===== src/rtl/mbc_ctrl_pkg.sv =====
// ----------------------------------------------------------------------------
// mbc_ctrl_pkg
// Shared definitions for the MBC fetch controller:
//   - state_t     : sequencer state encoding
//   - BUS_*       : common-bus source select codes
//   - IR_*        : instruction-word field positions (I bit, opcode)
//   - bus_sel_of  : bus source driven in a given state
// ----------------------------------------------------------------------------
package mbc_ctrl_pkg;

    typedef enum logic [2:0] {
        ST_IDLE   = 3'd0,
        ST_INIT   = 3'd1,
        ST_T0     = 3'd2,
        ST_T1     = 3'd3,
        ST_T2     = 3'd4,
        ST_EXEC   = 3'd5,
        ST_HALTED = 3'd6
    } state_t;

    localparam logic [2:0] BUS_NONE = 3'd0;
    localparam logic [2:0] BUS_PC   = 3'd2;
    localparam logic [2:0] BUS_IR   = 3'd5;
    localparam logic [2:0] BUS_MEM  = 3'd7;

    localparam int IR_I_BIT  = 15;
    localparam int IR_OP_MSB = 14;
    localparam int IR_OP_LSB = 12;

    // Only the fetch/decode steps place anything on the bus.
    function automatic logic [2:0] bus_sel_of(input state_t s);
        case (s)
            ST_T0:   return BUS_PC;
            ST_T1:   return BUS_MEM;
            ST_T2:   return BUS_IR;
            default: return BUS_NONE;
        endcase
    endfunction

endpackage


===== src/rtl/mbc_seq_counter.sv =====
// ----------------------------------------------------------------------------
// mbc_seq_counter
// T-step sequence counter. Clear has priority over increment; the count
// saturates at all-ones instead of wrapping.
// Ports:
//   i_clk    : clock
//   i_rst    : asynchronous active-high reset (count -> 0)
//   i_clear  : synchronous clear to 0
//   i_inc    : increment by one (held at all-ones once reached)
//   o_count  : current count
// ----------------------------------------------------------------------------
module mbc_seq_counter #(
    parameter int SC_WIDTH = 4
) (
    input  logic                i_clk,
    input  logic                i_rst,
    input  logic                i_clear,
    input  logic                i_inc,
    output logic [SC_WIDTH-1:0] o_count
);

    logic [SC_WIDTH-1:0] r_count;

    always_ff @(posedge i_clk or posedge i_rst) begin
        if (i_rst) begin
            r_count <= '0;
        end else if (i_clear) begin
            r_count <= '0;
        end else if (i_inc && (r_count != {SC_WIDTH{1'b1}})) begin
            r_count <= r_count + 1'b1;
        end
    end

    assign o_count = r_count;

endmodule


===== src/rtl/mbc_fetch_controller.sv =====
// ----------------------------------------------------------------------------
// mbc_fetch_controller
// Timing/control sequencer for the MBC register datapath: runs the
// fetch (T0/T1), decode (T2) and execute-handoff (EXEC) phases and drives the
// PC/AR/IR strobes and bus source select.
// Ports:
//   CLOCK, RESET            : clock, asynchronous active-high reset
//   START                   : begin from IDLE / resume from HALTED
//   HALT_REQ                : halt at the next instruction boundary
//   MEM_READY               : memory read data valid (sampled in T1)
//   EXEC_DONE               : execute unit finished (sampled in EXEC)
//   IR_DATA                 : IR register contents
//   PC_CLEAR, PC_INCREMENT  : PC strobes
//   AR_WRITE_ENABLE         : AR load from bus
//   IR_WRITE_ENABLE         : IR load from bus
//   MEM_READ                : memory read request
//   BUS_SEL                 : bus source (0 none, 2 PC, 5 IR, 7 MEM)
//   SC                      : sequence counter
//   OPCODE, INDIRECT        : decoded fields of the current instruction
//   EXEC_START              : one-cycle pulse on the first EXEC cycle
//   BUSY                    : high outside IDLE and HALTED
// ----------------------------------------------------------------------------
module mbc_fetch_controller
    import mbc_ctrl_pkg::*;
#(
    parameter int IR_WIDTH = 16,
    parameter int SC_WIDTH = 4
) (
    input  logic                CLOCK,
    input  logic                RESET,
    input  logic                START,
    input  logic                HALT_REQ,
    input  logic                MEM_READY,
    input  logic                EXEC_DONE,
    input  logic [IR_WIDTH-1:0] IR_DATA,
    output logic                PC_CLEAR,
    output logic                PC_INCREMENT,
    output logic                AR_WRITE_ENABLE,
    output logic                IR_WRITE_ENABLE,
    output logic                MEM_READ,
    output logic [2:0]          BUS_SEL,
    output logic [SC_WIDTH-1:0] SC,
    output logic [2:0]          OPCODE,
    output logic                INDIRECT,
    output logic                EXEC_START,
    output logic                BUSY
);

    state_t              r_state;
    state_t              w_state_next;
    logic                r_halt;
    logic                r_pc_clear;
    logic                r_ar_we;
    logic                r_mem_read;
    logic [2:0]          r_bus_sel;
    logic                r_exec_start;
    logic                r_busy;
    logic [2:0]          r_opcode;
    logic                r_indirect;
    logic                w_mem_take;
    logic                w_busy_now;
    logic                w_sc_clear;
    logic                w_sc_inc;
    logic [SC_WIDTH-1:0] w_sc;
    logic                w_unused_ir;

    // Only the I bit and opcode are decoded here; the address field belongs
    // to the datapath.
    assign w_unused_ir = ^IR_DATA;

    assign w_mem_take = (r_state == ST_T1) && MEM_READY;
    assign w_busy_now = (r_state != ST_IDLE) && (r_state != ST_HALTED);

    always_comb begin
        w_state_next = r_state;
        case (r_state)
            ST_IDLE:   if (START) w_state_next = ST_INIT;
            ST_INIT:   w_state_next = ST_T0;
            ST_T0:     w_state_next = ST_T1;
            ST_T1:     if (MEM_READY) w_state_next = ST_T2;
            ST_T2:     w_state_next = ST_EXEC;
            // A HALT_REQ arriving with EXEC_DONE still halts at this boundary.
            ST_EXEC:   if (EXEC_DONE) w_state_next = (r_halt || HALT_REQ) ? ST_HALTED : ST_T0;
            ST_HALTED: if (START) w_state_next = ST_T0;
            default:   w_state_next = ST_IDLE;
        endcase
    end

    // SC is zero in every non-fetch/execute state and at T0; it advances on
    // each step transition and on every cycle spent in EXEC.
    assign w_sc_clear = (w_state_next == ST_T0)   || (w_state_next == ST_IDLE) ||
                        (w_state_next == ST_INIT) || (w_state_next == ST_HALTED);
    assign w_sc_inc   = !w_sc_clear &&
                        ((w_state_next != r_state) || (r_state == ST_EXEC));

    mbc_seq_counter #(
        .SC_WIDTH (SC_WIDTH)
    ) u_seq_counter (
        .i_clk   (CLOCK),
        .i_rst   (RESET),
        .i_clear (w_sc_clear),
        .i_inc   (w_sc_inc),
        .o_count (w_sc)
    );

    // Moore strobes are registered from the next state so they line up with
    // the state they belong to.
    always_ff @(posedge CLOCK or posedge RESET) begin
        if (RESET) begin
            r_state      <= ST_IDLE;
            r_halt       <= 1'b0;
            r_pc_clear   <= 1'b0;
            r_ar_we      <= 1'b0;
            r_mem_read   <= 1'b0;
            r_bus_sel    <= BUS_NONE;
            r_exec_start <= 1'b0;
            r_busy       <= 1'b0;
            r_opcode     <= 3'd0;
            r_indirect   <= 1'b0;
        end else begin
            r_state      <= w_state_next;
            r_pc_clear   <= (w_state_next == ST_INIT);
            r_ar_we      <= (w_state_next == ST_T0) || (w_state_next == ST_T2);
            r_mem_read   <= (w_state_next == ST_T1);
            r_bus_sel    <= bus_sel_of(w_state_next);
            r_exec_start <= (r_state == ST_T2);
            r_busy       <= (w_state_next != ST_IDLE) && (w_state_next != ST_HALTED);

            if (w_state_next == ST_HALTED) begin
                r_halt <= 1'b0;
            end else if (HALT_REQ && w_busy_now) begin
                r_halt <= 1'b1;
            end

            if (r_state == ST_T2) begin
                r_opcode   <= IR_DATA[IR_OP_MSB:IR_OP_LSB];
                r_indirect <= IR_DATA[IR_I_BIT];
            end
        end
    end

    // RESET gates every strobe combinationally so nothing leaks mid-cycle.
    assign PC_CLEAR        = r_pc_clear   & ~RESET;
    assign PC_INCREMENT    = w_mem_take   & ~RESET;
    assign IR_WRITE_ENABLE = w_mem_take   & ~RESET;
    assign AR_WRITE_ENABLE = r_ar_we      & ~RESET;
    assign MEM_READ        = r_mem_read   & ~RESET;
    assign BUS_SEL         = r_bus_sel    & {3{~RESET}};
    assign SC              = w_sc         & {SC_WIDTH{~RESET}};
    assign OPCODE          = r_opcode     & {3{~RESET}};
    assign INDIRECT        = r_indirect   & ~RESET;
    assign EXEC_START      = r_exec_start & ~RESET;
    assign BUSY            = r_busy       & ~RESET;

endmodule


===== config.mk =====
export PLATFORM = sky130hd
export DESIGN_NAME = mbc_fetch_controller
export DESIGN_NICKNAME = d
export VERILOG_FILES = /design/src/rtl/mbc_ctrl_pkg.sv /design/src/rtl/mbc_seq_counter.sv /design/src/rtl/mbc_fetch_controller.sv
export SDC_FILE = /design/constraint.sdc
export NUM_CORES = 1
export LEC_CHECK = 0
export ABC_AREA = 0
export CORE_MARGIN = 1.5
export CORE_UTILIZATION = 46
export CTS_CLUSTER_DIAMETER = 60
export DETAILED_ROUTE_END_ITERATION = 10
export GPL_TIMING_DRIVEN = 0
export PLACE_DENSITY = 0.81
export SLEW_MARGIN = 40
export SYNTH_ARGS = -nofsm -noshare
export SYNTH_HDL_FRONTEND = slang
export SYNTH_SLANG_ARGS = --single-unit

===== constraint.sdc =====
create_clock -name CLOCK -period 3.1 [get_ports CLOCK]
set_clock_uncertainty 0.05 [all_clocks]
set_input_delay 0.62 -clock CLOCK [delete_from_list [all_inputs] [get_ports CLOCK]]
set_output_delay 0.62 -clock CLOCK [all_outputs]
set_load 0.03 [all_outputs]

==> out/qor.txt <==
CP Max Fanout: 10
Die Height: 50.3 um
Status: finished, final reports clean
EDFF count, synth: 0
Vias: 801
Main flop type after synthesis: dfrtp_1
Final GP Congestion: 0.814
Worst reg-to-reg setup slack: 1.54 ns
Syn_nets: 121
Hold Path Origin: r_opcode[0]
Clock root buffer: clkbuf_4
Critical path type: in2out
Max Freq: 0.337 GHz
Relative slew slack: 54.1%
Largest net degree at the start of global routing: 20
Worst-Margin Slew: 0.687 ns
TritonCTS clock tree: done
DP HPWL: 1470 um
CP endpoint kind: primary output
Post-route DRC: 0
Longest Clk Path Bufs: 2
Drt total wl: 1970 um
Initial antenna violation count: 0
Pre-CTS setup slack: -0.238 ns
Power density cells: 853 nW/um^2
H-tree depth: 1
Setup Viol. Count Final: 0
Min-Delay Endpoint: r_opcode[0]
CP Data Required Time: 2.43 ns
Layout Nets: 153
Hold Path Cell Cnt: 1
First-pass GRT wire length: 3350 um
Drt first pass iters: 4
Wirelength per Cell: 12.6 um
# diodes: 0
R2r startpoint: r_state[0]
CP startpoint kind: input pin
PortBufs: 27
Synth Cell Area: 1030 um^2
Synth area leaders: dfrtp_1, nor2b_1, mux2_2, inv_1, buf_4
Worst R2R End: u_seq_counter.o_count[3]
Core area: 2040 um^2
ANT nets after route: 0
Initial Util: 50.4%
Max Cap Viol: 0
Clock sinks: 19
Total congestion overflow: 0
Via density: 5.13
Gr usage total: 17.7%
Yosys cell types: 34
R2R depth: 5
Area leader, netlist: dfrtp_1
Syn_area_per_cell: 10.5 um^2
Final period util: 95.8%
Yosys warning total: 0
Share of the synthesized area in the top cell type: 46.2%
VDD IR max: 0.768 mV
# IOs: 40
Die area: 2530 um^2
Die width: 50.3 um
Minimum hold slack: 0.458 ns
Final WS setup: 0.130 ns
Commonest non-fill, non-tap cell in the layout: clkdlybuf4s50_1
Final Max Slew Viols: 0
Sequential area share after synthesis: 46.2%
Min Tclk post-route: 2.97 ns
Worst path arrival time: 2.30 ns
Seq cells post-synth: 19
Asr flop ratio synth: 100%
P_leak: 0.606 nW
Hold buffers post-CTS: 0
Initial DRC Count: 20
CTS buffer count: 3
Syn Inst Count: 98
Dpl cells: 152
RSZ-0062 raised after global routing: no
Area Growth Syn to Fin: 32.5%
Vias in the first global route: 771
Most frequent cells in the layout: clkdlybuf4s50_1, dfrtp_1, nor2b_1
Later-pin clock latency in the skew report: 0.31 ns
Hold WC Path Type: reg2reg
Postcts setup bufs: 0
Finished Core Util: 66.7%
Row cnt: 16
Clock-pin slew on the worst setup and hold paths: 0.11 ns
Hold Vio Cnt, Final: 0
Layout cell share with drive strength beyond 1: 16.3%
Post-route insts no fill: 156
## power by group
group          internal, mW  total (mW)  switching (mW)
Combinational         0.292       0.648           0.356
Sequential            0.345       0.384          0.0386
Clock                0.0493       0.130          0.0810
## critical path, cell delays in order
cell             delay, ns
clkdlybuf4s50_1       0.57
clkbuf_2              0.27
nor3_1                0.31
buf_4                 0.16
dlygate4sd2_1         0.38
## layout make-up
type                    count  area [um^2]
clock inverters             1         7.51
repair buffers             27          269
multi-input cells          66          478
fillers                   165          679
inverters                   7         26.3
flip-flops and latches     19          475
plain buffers               6         50.0
clock buffers               3         22.5
well taps                  27         33.8
## cell usage after synthesis, drive strengths merged, types with 2 or more instances
master	count
xnor2	2
buf	5
a221oi	2
nand2	5
a211oi	3
nor3	4
inv	7
a21oi	4
mux2	4
nor3b	2
o211ai	2
nor2	6
nor2b	18
dfrtp	19
## metrics by stage
| step | setup TNS [ns] | power, mW | area [um^2] |
|---|---|---|---|
| after global placement | -0.282 | 1.02 | 1330 |
| after CTS | 0 | 1.17 | 1360 |
| after detailed placement | -0.523 | 1.04 | 1330 |
| after global routing | 0 | 1.24 | 1360 |
| final | 0 | 1.16 | 1360 |
| after floorplan | 0 | 0.870 | 1030 |
## worst max-delay path by stage
stage	startpoint	end	slack [ns]	depth (start not counted)
finish	RESET	PC_INCREMENT	0.13	5
CTS	RESET	BUS_SEL[0]	0.05	4
global placement	RESET	PC_INCREMENT	-0.16	5
global route	RESET	PC_INCREMENT	0.02	5
floorplan	RESET	PC_INCREMENT	0.56	3
detailed placement	RESET	PC_INCREMENT	-0.24	5
## timing repair
item	CTS	global route
endpoints found under the setup margin	4	1
resized for setup	4	1
pin swaps	0	0
## metal layers
layer / global-route usage (%) / vias up / wire, um
met3: 2.68 / 6 / 125
met2: 30.5 / 30 / 982
li1: - / 390 / -
met4: 7.87 / 0 / 34
met1: 21.6 / 375 / 823
met5: 0 / - / 0
## sequential cells by signal (all words and copies together), names as in the netlist
register	cells
r_ar_we	1
r_bus_sel	2
r_busy	1
r_exec_start	1
r_halt	1
r_indirect	1
r_mem_read	1
r_opcode	3
r_pc_clear	1
r_state	3
u_seq_counter.o_count	4
## logic make-up after synthesis
| family | after synthesis | synth area share [%] |
|---|---|---|
| xor gates and xnor gates | 2 | 2.43 |
| muxes | 5 | 5.35 |
| AOI/OAI and AO/OA | 16 | 12.7 |
| adders and majority gates | 1 | 1.22 |
| buffers and inverters | 13 | 7.30 |
| DFF | 19 | 46.2 |
| and+or+nand+nor | 42 | 24.8 |
Note: power is estimated with default switching activity, not from simulation.
